**config.mk**
```make
export PLATFORM = sky130hd
export DESIGN_NAME = f1_start_sequencer
export DESIGN_NICKNAME = d
export VERILOG_FILES = /design/src/rtl/f1_pkg.sv /design/src/rtl/f1_lfsr7.sv /design/src/rtl/f1_start_sequencer.sv
export SDC_FILE = /design/constraint.sdc
export NUM_CORES = 1
export LEC_CHECK = 0
export CORE_MARGIN = 3
export CORE_UTILIZATION = 28
export DETAILED_ROUTE_END_ITERATION = 6
export GPL_TIMING_DRIVEN = 0
export PLACE_DENSITY = 0.43
export SYNTH_ARGS = -nofsm -noshare
export SYNTH_HDL_FRONTEND = slang
export SYNTH_SLANG_ARGS = --single-unit
```
**constraint.sdc**
```tcl
create_clock -name clk -period 6.9 [get_ports clk]
set_input_delay 1.035 -clock clk [delete_from_list [all_inputs] [get_ports clk]]
set_output_delay 1.035 -clock clk [all_outputs]
set_load 0.01 [all_outputs]
```
**src/rtl/f1_pkg.sv**
```systemverilog
// f1_pkg: shared state encoding and LFSR constants for the F1 start sequencer.
package f1_pkg;
    typedef enum logic [1:0] {IDLE, LIGHTS, HOLD, REACT} seq_state_t;
    localparam logic [6:0] LFSR_SEED  = 7'h01;
    localparam logic [6:0] LFSR_TAPS  = 7'b1100000;
    localparam int         NUM_LIGHTS = 8;
endpackage

```
**src/rtl/f1_lfsr7.sv**
```systemverilog
// f1_lfsr7: free-running 7-bit Fibonacci LFSR (x^7+x^6+1), maximal length, never zero.
module f1_lfsr7
    import f1_pkg::*;
(
    input  logic       clk,
    input  logic       rst,
    output logic [6:0] q
);
    logic [6:0] r_q;
    always_ff @(posedge clk)
        r_q <= rst ? LFSR_SEED : {r_q[5:0], ^(r_q & LFSR_TAPS)};
    assign q = r_q;
endmodule

```
**src/rtl/f1_start_sequencer.sv**
```systemverilog
// f1_start_sequencer: paces the start-light FSM through eight lights and a random
// all-red hold, then times the driver's reaction and flags jump starts.
module f1_start_sequencer
    import f1_pkg::*;
#(
    parameter int LIGHT_MS     = 1000,
    parameter int MIN_HOLD_MS  = 200,
    parameter int HOLD_STEP_MS = 16,
    parameter int MAX_REACT_MS = 4095
)
(
    input  logic        clk,
    input  logic        rst,
    input  logic        tick,
    input  logic        start,
    input  logic        btn,
    output logic        fsm_en,
    output logic        fsm_rst,
    output logic        busy,
    output logic [15:0] react_ms,
    output logic        react_valid,
    output logic        jump_start
);
    seq_state_t  r_state;
    logic [15:0] r_light_cnt, r_hold_cnt, r_react_cnt, r_react_ms;
    logic [3:0]  r_pulses;
    logic        r_btn_q, r_fsm_en, r_fsm_rst, r_react_valid, r_jump_start;
    logic [6:0]  w_lfsr;
    logic        w_btn_edge;
    logic [15:0] w_hold_load;

    f1_lfsr7 u_lfsr (.clk(clk), .rst(rst), .q(w_lfsr));

    assign w_btn_edge  = btn & ~r_btn_q;
    assign w_hold_load = 16'(MIN_HOLD_MS + int'(w_lfsr) * HOLD_STEP_MS);

    always_ff @(posedge clk) begin
        if (rst) begin
            r_state       <= IDLE;
            r_light_cnt   <= '0;
            r_hold_cnt    <= '0;
            r_react_cnt   <= '0;
            r_react_ms    <= '0;
            r_pulses      <= '0;
            r_btn_q       <= 1'b0;
            r_fsm_en      <= 1'b0;
            r_fsm_rst     <= 1'b0;
            r_react_valid <= 1'b0;
            r_jump_start  <= 1'b0;
        end else begin
            r_btn_q       <= btn;
            r_fsm_en      <= 1'b0;
            r_fsm_rst     <= 1'b0;
            r_react_valid <= 1'b0;
            r_jump_start  <= 1'b0;
            unique case (r_state)
                IDLE: if (start) begin
                    r_state     <= LIGHTS;
                    r_fsm_rst   <= 1'b1;
                    r_light_cnt <= '0;
                    r_pulses    <= '0;
                end
                LIGHTS, HOLD: if (w_btn_edge) begin
                    r_state      <= IDLE;
                    r_jump_start <= 1'b1;
                    r_fsm_rst    <= 1'b1;
                end else if (tick && r_state == LIGHTS) begin
                    if (r_light_cnt == 16'(LIGHT_MS - 1)) begin
                        r_fsm_en    <= 1'b1;
                        r_light_cnt <= '0;
                        r_pulses    <= r_pulses + 4'd1;
                        if (r_pulses == 4'(NUM_LIGHTS - 1)) begin
                            r_state    <= HOLD;
                            r_hold_cnt <= w_hold_load;
                        end
                    end else
                        r_light_cnt <= r_light_cnt + 16'd1;
                end else if (tick) begin
                    if (r_hold_cnt == 16'd1) begin
                        r_state     <= REACT;
                        r_fsm_en    <= 1'b1;
                        r_react_cnt <= '0;
                    end else
                        r_hold_cnt <= r_hold_cnt - 16'd1;
                end
                REACT: if (w_btn_edge) begin
                    r_state       <= IDLE;
                    r_react_ms    <= r_react_cnt;
                    r_react_valid <= 1'b1;
                end else if (tick) begin
                    // the tick that would bring the count to the limit is the timeout
                    if (r_react_cnt == 16'(MAX_REACT_MS - 1)) begin
                        r_state       <= IDLE;
                        r_react_ms    <= 16'hFFFF;
                        r_react_valid <= 1'b1;
                    end else
                        r_react_cnt <= r_react_cnt + 16'd1;
                end
                default: r_state <= IDLE;
            endcase
        end
    end

    assign busy        = r_state != IDLE;
    assign fsm_en      = r_fsm_en;
    assign fsm_rst     = r_fsm_rst;
    assign react_ms    = r_react_ms;
    assign react_valid = r_react_valid;
    assign jump_start  = r_jump_start;
endmodule

```
# == Word level (Yosys, flattened, before mapping) ==
# Cells that the tools add are included.
# word_totals
output_inout_bits,21
input_bits,5
reg_bits,82
mem_bits_ro,0
latchBits,0
ramBits,0
n_memories,0
# op_classes
n_div,0
n_mul,0
bitwise_logic,5
eq_ne,26
mux,47
shift,0
n_lt_le_gt_ge,0
reduce_logical,19
add_sub_neg,5
# op_table
op,count
two-way mux 16 bit,19
case mux 16 bit (2 select lines),2
"adder 16 x 1 -> 16 bit, second input constant",2
"!= test 2 bit, second input constant",11
two-way mux 2 bit,10
"== test 16 x 1 -> 1 bit, second input constant",1
"== test 16 x 10 -> 1 bit, second input constant",1
"== test 16 x 12 -> 1 bit, second input constant",1
two-way mux 4 bit,4
"!= test 4 bit, second input constant",4
"subtractor 16 x 1 -> 16 bit, second input constant",1
"adder 8 x 11 -> 12 bit, first input constant",1
nonzero test 2 bit,6
two-way mux 1 bit,9
case mux 4 bit (2 select lines),1
AND reduction 8 bit,1
AND reduction 7 bit,1
parity 7 bit,1
"!= test 3 bit, second input constant",2
case mux 2 bit (3 select lines),1
AND reduction 6 bit,1
OR reduction 2 bit,3
AND reduction 5 bit,1
"adder 4 x 1 -> 4 bit, second input constant",1
other kinds (12),17

# == Depth between registers and ports, before layout ==
# depth
word_depth,6
ltp_mapped,10
depth_no_buf,8

# == Cells and area by module ==
# A second synthesis with hierarchy kept.
# hier_totals
hier_cells,459
hier_area_um2,4066.4
# modules_own_cells
module,seq_area_each_um2,area_per_inst_um2,instances,cells_per_inst
f1_start_sequencer,1501.4,3873.7,1,444
f1_lfsr7,140.1,192.7,1,15

# == Least setup slack after synthesis ==
# Ideal clock, no wire load.
# synth_timing
kind,input to register
start,in btn
end,reg r_react_cnt[14]
path_stages,6
setup_time_ns,0.121
n_path_buf,0
arrival_time_ns,2.374
setup_slack_ns,4.406
required_time_ns,6.779
cell_sequence,nor2b_1 or3_1 a41oi_2 nand3_2 nor2_1 mux2_2
# synth_between
elab_chain_len,3
elab_cells_between_ends,4
classes_between,2 x eq/ne; 1 x bitwise; 1 x reduce/logical
# synth_lines
element,line,rtl
start: declaration,f1_start_sequencer.sv:16,"input logic btn,"
AND 1 bit (*),f1_start_sequencer.sv:34,assign w_btn_edge = btn & ~r_btn_q;
!= test 2 bit (no source line),--,
AND reduction 8 bit (no source line) (*),--,
end signal: assignment,f1_start_sequencer.sv:97,r_react_cnt <= r_react_cnt + 16'd1;
end: declaration,f1_start_sequencer.sv:25,"logic [15:0] r_light_cnt, r_hold_cnt, r_react_cnt, r_react_ms;"
# Every way passes the cells marked *; elsewhere a longest branch is shown, timed or not.
# A chain may end at the register's enable or synchronous reset.

# == Worst setup path in the final report ==
# layout_timing
start,in tick
end,reg r_light_cnt[14]
# layout_between
elab_chain_len,3
# layout_lines
element,line,rtl
start: declaration,f1_start_sequencer.sv:14,"input logic tick,"
logical AND 1 bit,f1_start_sequencer.sv:67,end else if (tick && r_state == LIGHTS) begin
!= test 2 bit (no source line),--,
AND reduction 4 bit (no source line),--,
end signal: assignment,f1_start_sequencer.sv:77,r_light_cnt <= r_light_cnt + 16'd1;
end: declaration,f1_start_sequencer.sv:25,
# No other way between the ends.

==> results by stage <==
Global route:
- For met3 alone, demand over resource in global routing was 0.03198.
- The wire length of the first global-routing pass is 16.51 mm.
- In the global route stage, met1 resource usage came out at 0.1715.
- For met2 alone, demand over resource in global routing was 0.2107.
- For this run, the total global-route usage over all layers was measured as 0.1314.
- The total congestion overflow is 0.
- The initial antenna violation count is 0.
- The number of global-route vias before repair is 3,176.
- met2 is the most crowded layer.
- Entering global routing, the biggest net connects 15 pins.

Pwr:
- The power density normalized to cell area is 288.6 nW/um^2.
- The maximum vdd ir drop is ~0.17 mV.
- The cell leakage power is 1.710 nW.

Synthesis:
- The post-synth net total is 462.
- The count of synthesis-stage warnings from yosys is 0.
- The top flip-flop cell by instance count after synthesis is sky130_fd_sc_hd__dfxtp_1.
- The synthesized area per cell is 8.910 sq um.
- The number of instances in the synthesized netlist is 446.
- The post-synthesis instance area is 3974 sq um.
- Of all flip-flops after synthesis, the portion carrying an async set or reset was 0.
- The number of library cell types mapped by synthesis is 57.
- For this run, the register share of the synthesized area comes to 0.4131.
- The number of register bits inferred by synthesis is 82.
- The synthesized design contains 0 enable-type register cells.

Critical path:
- Of all nets on the critical path, the largest fanout is 10.
- The worst endpoint data arrival time is roughly 3200 ps.
- STA classifies the critical path startpoint as a primary input.
- The critical path is of the in2reg type.
- The worst setup path is captured at a flop.
- The worst register-to-register path has a setup slack of 4360 ps.
- The required time of the critical path is between 7000 and 8000 ps.

Clock tree:
- In this run the clock root is driven by a sky130_fd_sc_hd__clkbuf_16.
- The post-CTS resize count is 0.
- In this run the post-CTS setup repair buffer count came out at 0.
- CTS built an H-tree with a depth of 3.
- After clock tree synthesis, the flow added hold-fix buffers numbering 0.
- TritonCTS built the clock tree.
- The clock latency reported for the late side of the worst-skew pair is between 300 and 400 ps.
- The TritonCTS sink count is 82.
- The number of buffers created by CTS is 9.
- Counting along the longest clock path gives a buffer depth of 2.
- Clock-pin slew was measured on the worst setup and hold paths at approximately 60 ps.

Hold path:
- The path category of the worst min-delay check is reg2reg.

Routing:
- In the routed design, unresolved DRC markers number 0.
- In the routed layout, each cell is associated on average with a via count of approximately 5.0.
- The starting DRC count in detailed routing is between 100 and 150.
- The detailed-route wire length per cell is approximately 15 microns.
- The number of nets with antenna violations after routing is 0.
- The total detailed-routing wirelength is 9.858 mm.
- The detailed-router iteration count before antenna repair is 4.
- The total vias in the final route is 3,316.

Die:
- The I/O pin count is 26.
- The starting density of the core is 0.2931.
- The die area is 15,660 sq um.
- The number of standard-cell rows in the floorplan is 42.
- The core region is 13,560 sq um.
- The die height is roughly 130 microns.
- The die width is 125.1 microns.

Timing:
- Setup repair after global routing left no endpoint under its margin.
- The maximum clock frequency is roughly 0.34 GHz.
- On the final layout, the worst clock skew is between 8 and 9 ps.
- Measured against its own limit, the worst slew margin works out to 0.5686.
- In the post-route analysis, the smallest setup slack over all paths is 3930 ps.
- For the pin with the worst max-slew slack, the measured transition is between 600 and 700 ps.
- The number of max-slew violations in the final report is 0.
- Of the available clock period, the critical path in the final layout requires 0.4304.
- The final number of hold-violating endpoints was 0.
- The total negative slack is 0 ps.
- Setup violations remaining at the end of the flow were counted as 0.
- The time the worst path needs with I/O delays and setup is 2970 ps.

Cells and area:
- The library cell used most frequently in the layout, excluding fill and tap cells, is sky130_fd_sc_hd__dfxtp_1.
- Summing all non-filler instances in the final layout gives an area of 4758 sq um.
- The number of antenna cells inserted is 0.
- After the last flow step, the layout net total stands at 498.
- Leaving out fill and tap cells, the most frequent cells in the layout are sky130_fd_sc_hd__dfxtp_1, sky130_fd_sc_hd__nor2_1, sky130_fd_sc_hd__nand2_1.
- Once layout is complete, the cells apart from fillers number 663.
- The area growth from synthesis to layout is 19.74%.
- The proportion of layout cells with a drive suffix above 1 is 0.1335.

Job:
- Across the run, the number of max-cap violations was 0.

Place:
- The minimum setup slack after placement is 3541 ps.
- The number of I/O port buffers is 25.
- After detailed placement, the design holds a cell count of 647.
- The area after detailed placement is 4444 sq um.
- The HPWL reported at the end of detailed placement is 7.080 mm.
- The routability congestion estimate is 0.7636.

Run status:
- The run finished with clean final reports.
-- report_power, final --
group | internal [W] | switching (W) | leakage (nW) | total [W]
sequential | 0.000498 | 0.0000246 | 0.663 | 0.000522
combinational | 0.000127 | 0.000220 | 0.891 | 0.000347
clock | 0.000302 | 0.000202 | 0.156 | 0.000504
-- cell families after synthesis --
kind of cell	count (synthesis)	synth area share
buf+inv	30	0.03306
flops	82	0.4131
compound gates	87	0.1625
mux	1	0.002834
xor+xnor	34	0.07494
simple gates	201	0.2790
fa+ha+maj	11	0.03463
-- worst paths after layout --
path | startpoint | endpoint | cells past startpoint
min reg2reg | u_lfsr.q[3]$_SDFF_PP0_ | u_lfsr.q[4]$_SDFF_PP0_ | 2
min | u_lfsr.q[3]$_SDFF_PP0_ | u_lfsr.q[4]$_SDFF_PP0_ | 2
max | tick | r_light_cnt[14]$_SDFFE_PP0P_ | 9
max reg2reg | r_state[1]$_SDFFE_PP0P_ | r_light_cnt[14]$_SDFFE_PP0P_ | 10
-- through the flow --
step | total power (W) | util | hold WS (ps)
after floorplan | 0.0007917 | - | 431.0
after global placement | 0.0008778 | 0.3278 | 446.5
after detailed placement | 0.0008804 | 0.3278 | 449.1
after CTS | 0.001393 | 0.3510 | 458.0
after global routing | 0.001458 | 0.3510 | 487.1
final | 0.001373 | 0.3510 | 457.8
-- final cells by class --
cell class,count,area [sq um]
fill,1420,8800
buffer,16,78.83
inverter,14,52.55
sequential,82,1642
clock buffer,11,252.7
multi-input combinational,334,2201
clock inverter,5,61.31
timing repair buffer,25,250.2
tap,176,220.2
-- routing by layer --
metal / wire, microns / share of wire
met4: 165 / 0.017
met3: 325 / 0.033
met5: 0 / 0
met2: 4666 / 0.47
met1: 4701 / 0.48
-- Yosys cell counts, drive strengths merged, types with 10 or more instances --
| master | number | area (sq um) |
|---|---|---|
| nand3 | 19 | 100.1 |
| ha | 11 | 137.6 |
| nor3 | 11 | 71.32 |
| xor2 | 28 | 245.2 |
| inv | 14 | 52.55 |
| and3 | 10 | 62.56 |
| nand2 | 35 | 136.4 |
| a21oi | 27 | 138.9 |
| nand4 | 15 | 123.9 |
| buf | 10 | 56.30 |
| nor2 | 67 | 256.5 |
| o221a | 16 | 180.2 |
| dfxtp | 82 | 1642 |
| o21ai | 26 | 141.4 |
-- worst max-delay path: stages --
cell	delay (ps)
sky130_fd_sc_hd__clkdlybuf4s50_1	600
sky130_fd_sc_hd__and2_1	160
sky130_fd_sc_hd__buf_4	190
sky130_fd_sc_hd__a21oi_2	130
sky130_fd_sc_hd__nor2_2	340
sky130_fd_sc_hd__o21ai_0	210
sky130_fd_sc_hd__nand2_1	200
sky130_fd_sc_hd__buf_2	260
sky130_fd_sc_hd__nor2_1	80
-- registers in the layout, summed over array words and instances, names as in the netlist, 2 cells and up --
signal	count
r_react_cnt	16
react_ms	16
r_state	2
r_hold_cnt	16
r_pulses	4
u_lfsr.q	7
r_light_cnt	16
Power figures use the tool's default switching activity.
